--- src/rtl/timer_irq_ctrl.sv ---
// -----------------------------------------------------------------------------
// timer_irq_ctrl
//
// Memory-mapped timer and interrupt controller for the single-cycle CPU. It
// sits on the data-memory bus next to DataMem and decodes a 16-word window
// at BASE. It provides:
//   - a reloading cycle counter (TL) with reload value TH,
//   - an interrupt status bit that is latched on overflow,
//   - a free-running system tick counter.
//
// Register map (byte offsets from BASE; unused offsets read 0, ignore writes):
//   +0x00 TH      reload value, R/W
//   +0x04 TL      counter, R/W
//   +0x08 TCON    [0] EN, [1] IE, [2] ST (ST is cleared by writing 0 and
//                 cannot be set by software); [31:3] read 0
//   +0x0C SYSTICK free-running cycle count, read-only
//
// Ports:
//   clk     in   system clock, rising-edge active
//   reset   in   asynchronous, active-high reset
//   rd      in   bus read strobe (MemRd)
//   wr      in   bus write strobe (MemWr)
//   addr    in   byte address, decoded on [31:2]
//   wdata   in   write data
//   rdata   out  read data; 0 when rd is low or the address is not decoded
//   kernel  in   PC[31]; masks irq while the CPU runs in kernel space
//   irq     out  interrupt request = ST & IE & ~kernel
//
// Bus protocol: there is no valid/ready handshake. A strobe qualifies the
// access for exactly the cycle it is high, and every access completes in that
// cycle. Writes commit on the rising edge. Reads are combinational and return
// the pre-edge register contents, including when rd and wr are both high.
// -----------------------------------------------------------------------------
module timer_irq_ctrl #(
    parameter logic [31:0] BASE = 32'h4000_0000
) (
    input  logic        clk,
    input  logic        reset,
    input  logic        rd,
    input  logic        wr,
    input  logic [31:0] addr,
    input  logic [31:0] wdata,
    output logic [31:0] rdata,
    input  logic        kernel,
    output logic        irq
);

    localparam logic [3:0] OFF_TH   = 4'd0;
    localparam logic [3:0] OFF_TL   = 4'd1;
    localparam logic [3:0] OFF_TCON = 4'd2;
    localparam logic [3:0] OFF_TICK = 4'd3;

    logic [31:0] th_q, th_d;
    logic [31:0] tl_q, tl_d;
    logic [31:0] tick_q, tick_d;
    logic        en_q, en_d;
    logic        ie_q, ie_d;
    logic        st_q, st_d;

    logic        in_win;
    logic [3:0]  off;
    logic        wr_th;
    logic        wr_tl;
    logic        wr_tcon;
    logic        overflow;

    // The byte lane bits carry no information for word registers.
    logic        unused_addr_bits;
    assign unused_addr_bits = ^addr[1:0];

    // The 16-word window spans 64 bytes, so bits [31:6] select the window and
    // bits [5:2] select the word inside it.
    assign in_win  = (addr[31:6] == BASE[31:6]);
    assign off     = addr[5:2];
    assign wr_th   = wr && in_win && (off == OFF_TH);
    assign wr_tl   = wr && in_win && (off == OFF_TL);
    assign wr_tcon = wr && in_win && (off == OFF_TCON);

    assign overflow = en_q && (tl_q == 32'hFFFF_FFFF);

    always_comb begin
        th_d   = th_q;
        tl_d   = tl_q;
        en_d   = en_q;
        ie_d   = ie_q;
        st_d   = st_q;
        tick_d = tick_q + 32'd1;

        if (wr_th) begin
            th_d = wdata;
        end

        // A software write to TL beats both the reload and the increment.
        // The reload uses the pre-edge TH.
        if (wr_tl) begin
            tl_d = wdata;
        end else if (overflow) begin
            tl_d = th_q;
        end else if (en_q) begin
            tl_d = tl_q + 32'd1;
        end

        if (wr_tcon) begin
            en_d = wdata[0];
            ie_d = wdata[1];
            if (!wdata[2]) begin
                st_d = 1'b0;
            end
        end

        // This comes after the clear, so a coincident overflow is not lost.
        // The pre-edge IE gates it, whatever the TCON write puts in IE.
        if (overflow && ie_q) begin
            st_d = 1'b1;
        end
    end

    always_ff @(posedge clk or posedge reset) begin
        if (reset) begin
            th_q   <= 32'd0;
            tl_q   <= 32'd0;
            tick_q <= 32'd0;
            en_q   <= 1'b0;
            ie_q   <= 1'b0;
            st_q   <= 1'b0;
        end else begin
            th_q   <= th_d;
            tl_q   <= tl_d;
            tick_q <= tick_d;
            en_q   <= en_d;
            ie_q   <= ie_d;
            st_q   <= st_d;
        end
    end

    always_comb begin
        rdata = 32'd0;
        if (rd && in_win) begin
            case (off)
                OFF_TH:   rdata = th_q;
                OFF_TL:   rdata = tl_q;
                OFF_TCON: rdata = {29'd0, st_q, ie_q, en_q};
                OFF_TICK: rdata = tick_q;
                default:  rdata = 32'd0;
            endcase
        end
    end

    assign irq = st_q && ie_q && !kernel;

endmodule
--- config.mk ---
export PLATFORM = sky130hd
export DESIGN_NAME = timer_irq_ctrl
export DESIGN_NICKNAME = d
export VERILOG_FILES = /design/src/rtl/timer_irq_ctrl.sv
export SDC_FILE = /design/constraint.sdc
export NUM_CORES = 1
export LEC_CHECK = 0
export CAP_MARGIN = 0
export CORE_UTILIZATION = 58
export CTS_CLUSTER_DIAMETER = 80
export DETAILED_ROUTE_END_ITERATION = 7
export DONT_BUFFER_PORTS = 1
export HOLD_SLACK_MARGIN = 0.03
export PLACE_DENSITY = 0.83
export SLEW_MARGIN = 10
export SYNTH_ARGS = -nofsm -noshare
export SYNTH_HDL_FRONTEND = slang
export SYNTH_SLANG_ARGS = --single-unit
--- constraint.sdc ---
create_clock -name clk -period 3.3 [get_ports clk]
set_clock_uncertainty 0.2 [all_clocks]
set_input_delay 0.66 -clock clk [delete_from_list [all_inputs] [get_ports clk]]
set_output_delay 0.66 -clock clk [all_outputs]
set_load 0.05 [all_outputs]
==> results of run 1 <==
-- where the power goes --
group	switching (uW)	internal, uW
Combinational	43.8	17.0
Sequential	0.000175	1210
Clock	421	357
-- layout by cell type (no fill, tap or decap), types with 12 or more instances in the layout --
| cell | count |
|---|---|
| buf_12 | 17 |
| and4_1 | 12 |
| nand3_1 | 25 |
| mux2_2 | 35 |
| a22oi_1 | 29 |
| nand4_1 | 26 |
| o21ai_0 | 23 |
| nand2_1 | 80 |
| dfrtp_1 | 99 |
| clkbuf_8 | 13 |
| xor2_1 | 14 |
| a21oi_2 | 29 |
| a21oi_1 | 27 |
| nor2_1 | 36 |
| nor4_1 | 20 |
| buf_4 | 39 |
| xnor2_1 | 20 |
-- sequential cells by signal, summed over array words and instances, names as in the netlist --
| register | flops |
|---|---|
| en_q | 1 |
| ie_q | 1 |
| st_q | 1 |
| tl_q | 32 |
| tick_q | 32 |
| th_q | 32 |
-- worst paths after layout --
path | startpoint | endpoint | depth (start not counted)
max | addr[24] | rdata[31] | 6
min | reset | tick_q[9] | 1
max reg2reg | tl_q[6] | tl_q[3] | 5
min reg2reg | tick_q[22] | tick_q[22] | 1
max in group asynchronous | reset | tl_q[23] | 2
min in group clk | wdata[12] | tl_q[12] | 1
-- cell type report --
| class | count | area, um2 |
|---|---|---|
| tap | 133 | 166 |
| fill | 802 | 2960 |
| sequential | 99 | 2480 |
| clock buffer | 15 | 186 |
| inverter | 9 | 37.5 |
| multi-input combinational | 499 | 3350 |
| clock inverter | 1 | 5.00 |
| timing repair buffer | 56 | 633 |
-- layer usage --
layer,global-route usage,routed length [um],up-vias,part of all wire
met3,0.0739,1590,43,0.092
met5,0,0,-,0
met1,0.442,6910,2759,0.40
li1,-,-,2472,-
met4,0.145,454,0,0.026
met2,0.556,8270,317,0.48
-- through the flow --
| stage | TNS [ns] | total power [uW] |
|---|---|---|
| 5_1_grt | 0 | 2110 |
| 4_1_cts | 0 | 2060 |
| 3_3_place_gp | 0 | 1300 |
| 6_report | 0 | 2050 |
| 3_5_place_dp | 0 | 1300 |
| 2_1_floorplan | -0.176 | 1280 |
-- cells by family after synthesis --
kind of cell | synth area share
simple gates | 0.227
compound gates | 0.173
flops | 0.418
buf+inv | 0.0386
mux | 0.0889
xor+xnor | 0.0503
fa+ha+maj | 0.00422
==> reports/qor.yml, run 1 <==
num_rows: 36
cts_sinks: 99
die_w_um: 103
critPathKind: "in2out"
hold_slack_ns: 0.120
antenna_found_initial: 0
hold_viol_final: 0
crit_chain: "or4_1 -> nor2_1 -> nand3_2 -> buf_4 -> a21oi_2 -> buf_12"
dr.pass1.iters: 5
syn_inst: 652
yosysTopAreaCellShare: 0.418
synth.avg_cell_area_um2: 9.09
syn-num-nets: 723
critical_path_arrival_ns: 2.13
r2r_slack_ns: 0.56
diodes: 0
finalMaxSlewViolations: 0
max_freq_mhz: 335
setup_ws_ns: 0.312
synth_edf_count: 0
fin_cells: 812
wl_per_cell_um: 21.2
crit_required_ns: 2.44
setup_violations: 0
synthMostInstantiatedCell: "dfrtp_1"
max_slew_margin: 0.402
synth_commonest_cells: "dfrtp_1, nand2_1, a21oi_1"
slowest_stage: "or4_1"
ctsResizeCount: 0
cts_hold_buf: 0
synthToLayoutAreaGrowth_pct: 15.7
ys_warn_count: 0
grt_start_max_net_pins: 45
power_density_mw_per_mm2: 299
clock_latency_ns: 0.38
period_share: 0.906
clk_path_buf_depth: 2
ys_ff_latch: 99
status: "finished clean"
placedCellCount: 796
grt_use_total: 0.341
synthTopCellsByArea: "dfrtp_1, mux2_2, nand2_1"
totalWireLength_um: 17200
synth.largest_area_cell: "dfrtp_1"
startpoint_type: "primary input"
core_mm2: 0.00982
cap_violations: 0
cts_tree: "yes"
layout_min_cycle_time_ns: 2.99
ir_worst_vdd_v: 0.000235
layout-drive-gt1-share: 0.216
start_util: 0.603
final_area_mm2: 0.00686
tightest_slew_ns: 0.895
cpLargestDelayFamily: "simple AND/OR/NAND/NOR gates"
post_cts_buffers: 0
vias_per_cell: 6.89
final_util: 0.698
grt_pass1_wl_um: 27300
dr.first_iter.drc_count: 352
pre_cts_slack_ns: 0.325
clk_pin_slew_ns: 0.09
crit_buf_inv: 2
cp_slowest_stage_delay_ns: 0.53
ys_types: 54
fin_nets: 745
dp_hpwl_um: 11700
io_pins: 102
place.gp.congestion: 0.873
gr-total-overflow: 0
ys_seq_area_frac: 0.418
vias: 5591
antenna_left: 0
ys.flop_type: "dfrtp_1"
synth-async-reset-ratio: 1.00
grt_pass1_vias: 5491
dieHeight_um: 103
place_area_mm2: 0.00666
drc: 0
grt_setup_unrepaired: "no"
root_buffer: "clkbuf_8"
p_leak_uw: 0.00271
port_buffers: 0
cts_buffers: 9
critPathCaptureType: "primary output"
die_area_mm2: 0.0106
htree_levels: 3
path_max_fanout: 16
hp-class: "in2async"
syn_area_mm2: 0.00592
Note: power is estimated with default switching activity, not from simulation.
==> run 2, diff against run 1 <==
--- a/config.mk
+++ b/config.mk
@@ -6,11 +6,12 @@
 export NUM_CORES = 1
 export LEC_CHECK = 0
+export ABC_AREA = 1
 export CAP_MARGIN = 0
-export CORE_UTILIZATION = 58
+export CORE_UTILIZATION = 59
 export CTS_CLUSTER_DIAMETER = 80
 export DETAILED_ROUTE_END_ITERATION = 7
 export DONT_BUFFER_PORTS = 1
 export HOLD_SLACK_MARGIN = 0.03
-export PLACE_DENSITY = 0.83
+export PLACE_DENSITY = 0.85
 export SLEW_MARGIN = 10
 export SYNTH_ARGS = -nofsm -noshare
==> constraint.sdc (replaced) <==
create_clock -name clk -period 3.3 [get_ports clk]
set_clock_uncertainty 0.2 [all_clocks]
set_input_delay 0.495 -clock clk [delete_from_list [all_inputs] [get_ports clk]]
set_output_delay 0.495 -clock clk [all_outputs]
set_load 0.05 [all_outputs]
==> reports/qor.yml, run 2 <==
htree_levels: 3  # unchanged
clk_pin_slew_ns: 0.08  # about the same
synth-async-reset-ratio: 1.00  # unchanged
num_rows: 38  # +5.6%
fin_nets: 1119  # +50%
cts_hold_buf: 1  # +1
path_max_fanout: 32  # +16
slowest_stage: "a31oi_1"
critPathKind: "in2out"
ys_ff_latch: 99  # unchanged
wl_met3_um: 1830  # +15%
yosysTopAreaCellShare: 0.366  # -0.0520
pre_cts_slack_ns: 0.569  # +0.244 ns
diodes: 0  # unchanged
start_util: 0.616  # +0.0126
synth_commonest_cells: "nand2_1, inv_1, nand3_1"
grt_pass1_wl_um: 31100  # +14%
cap_violations: 0  # unchanged
fin_tns_setup_ns: 0  # unchanged
finalMaxSlewViolations: 0  # unchanged
met2WireLength_um: 9060  # +9.5%
port_buffers: 0  # unchanged
synth_edf_count: 0  # unchanged
startpoint_type: "primary input"
dp_hpwl_um: 13800  # +17%
crit_required_ns: 2.60  # +0.16 ns
synthMostInstantiatedCell: "nand2_1"
synth.largest_area_cell: "dfrtp_1"
dr.first_iter.drc_count: 554  # +57%
synth.avg_cell_area_um2: 6.61  # -27%
final_area_mm2: 0.00749  # +9.3%
root_buffer: "clkbuf_16"
hp-class: "in2reg"
syn_inst: 1023  # +57%
synthTopCellsByArea: "dfrtp_1, nand2_1, nand3_1"
vias: 6844  # +22%
critPathCaptureType: "primary output"
vias_per_cell: 5.74  # -17%
setup_ws_ns: 0.514  # +0.203 ns
max_slew_margin: 0.544  # +0.142
ir_worst_vdd_v: 0.000329  # +40%
grt_setup_unrepaired: "no"
wl_met1_um: 7820  # +13%
hold_viol_final: 0  # unchanged
cp_slowest_stage_delay_ns: 0.32  # -0.21 ns
gr-total-overflow: 0  # unchanged
wl_per_cell_um: 16.2  # -23%
antenna_found_initial: 0  # unchanged
core_mm2: 0.0110  # +12%
place.gp.congestion: 0.994  # +14%
dieHeight_um: 109  # +5.8%
drc: 0  # unchanged
ys_seq_area_frac: 0.366  # -0.0520
top_layer_used: "met4"
layout-drive-gt1-share: 0.0921  # -0.124
largestRegisters: "th_q: 32 flops, tick_q: 32 flops, tl_q: 32 flops"
grt_use_total: 0.342  # +0.000753
final_cell_mix: "nand2_1, inv_1, nand3_1, nor2_1, dfrtp_1"
power_density_mw_per_mm2: 329  # +10%
grt_pass1_vias: 6396  # +16%
antenna_left: 0  # unchanged
grt_start_max_net_pins: 100  # +120%
status: "finished clean"
p_leak_uw: 0.00352  # +30%
cts_buffers: 9  # unchanged
ys_warn_count: 0  # unchanged
dr.pass1.iters: 5  # unchanged
final_common_cell: "nand2_1"
layout_min_cycle_time_ns: 2.79  # -0.203 ns
ctsResizeCount: 0  # unchanged
synthToLayoutAreaGrowth_pct: 10.8
tightest_slew_ns: 0.683  # -0.212 ns
ys.flop_type: "dfrtp_1"
max_freq_mhz: 359  # +7.3%
cts_tree: "yes"
crit_chain: "nor2_1 -> nand3_1 -> nor2_1 -> nand2_1 -> nor2_2 -> nand3_1 -> buf_4 -> a31oi_1 -> buf_4"
totalWireLength_um: 19400  # +12%
cts_sinks: 99  # unchanged
die_area_mm2: 0.0119  # +12%
die_w_um: 109  # +5.8%
syn-num-nets: 1094  # +51%
place_area_mm2: 0.00715  # +7.3%
syn_area_mm2: 0.00677  # +14%
setup_violations: 0  # unchanged
clock_latency_ns: 0.36  # -0.02 ns
post_cts_buffers: 0  # unchanged
critical_path_arrival_ns: 2.09  # -0.04 ns
hold_slack_ns: 0.0603  # -0.0596 ns
clk_path_buf_depth: 2  # unchanged
io_pins: 102  # unchanged
period_share: 0.844  # -0.0614
ys_types: 36  # -33%
run 2: changes by cell type in the layout (fill, tap and decap cells not counted), sizes merged, moves of 29 or more:
cell,before,now
a21oi,56,0
mux2,37,0
nand2,80,357
nor2,36,114
a22oi,29,0
nand3,27,105
inv,8,130
run 2: power breakdown:
part / switching (uW) / internal [uW]
Combinational: 51.4 / 15.6
Clock: 508 / 681
Sequential: 0.0000473 / 1210
Total: 559 / 1910
run 2: worst paths after layout:
check / start / end / slack [ns] / cells past startpoint
worst max-delay path: addr[27] / rdata[13] / 0.51 / 9
worst min-delay path: wdata[31] / th_q[31] / 0.06 / 2
worst max register to register: tl_q[0] / tl_q[17] / 0.89 / 10
worst min register to register: tick_q[31] / tick_q[31] / 0.28 / 1
max in group asynchronous: reset / tl_q[19] / 1.97 / 3
min in group asynchronous: reset / en_q / 0.54 / 3
run 2: critical path, delay by kind of cell:
family	cells	cell delay [ns]
buf+inv	2	0.54
compound gates	1	0.32
simple gates	6	0.71
run 2: cells by family after synthesis:
group                    Yosys count  synth area share
AO/OA/AOI/OAI                     80            0.0688
adder cells (fa/ha/maj)            2           0.00370
XOR/XNOR                          45            0.0583
AND/OR/NAND/NOR                  636             0.409
buffers and inverters            161            0.0938
flip-flops                        99             0.366
run 2: layout make-up:
class	count	area [um2]
Multi-Input combinational cell	763	3650
Fill cell	978	3490
Sequential cell	99	2480
Inverter	127	479
Timing Repair Buffer	48	375
Clock buffer	9	225
Tap cell	140	175
Clock inverter	7	108
run 2: routing by layer:
metal | track usage | vias to the layer above
li1 | - | 3301
met1 | 0.428 | 3112
met2 | 0.566 | 378
met3 | 0.0801 | 53
met4 | 0.145 | 0
met5 | 0 | -
run 2: through the flow:
stage	util	power (uW)	std cells
2_1_floorplan	-	1290	1023
3_3_place_gp	0.651	1300	1176
3_5_place_dp	0.651	1300	1176
4_1_cts	0.682	2480	1193
5_1_grt	0.682	2530	1193
6_report	0.682	2470	1193
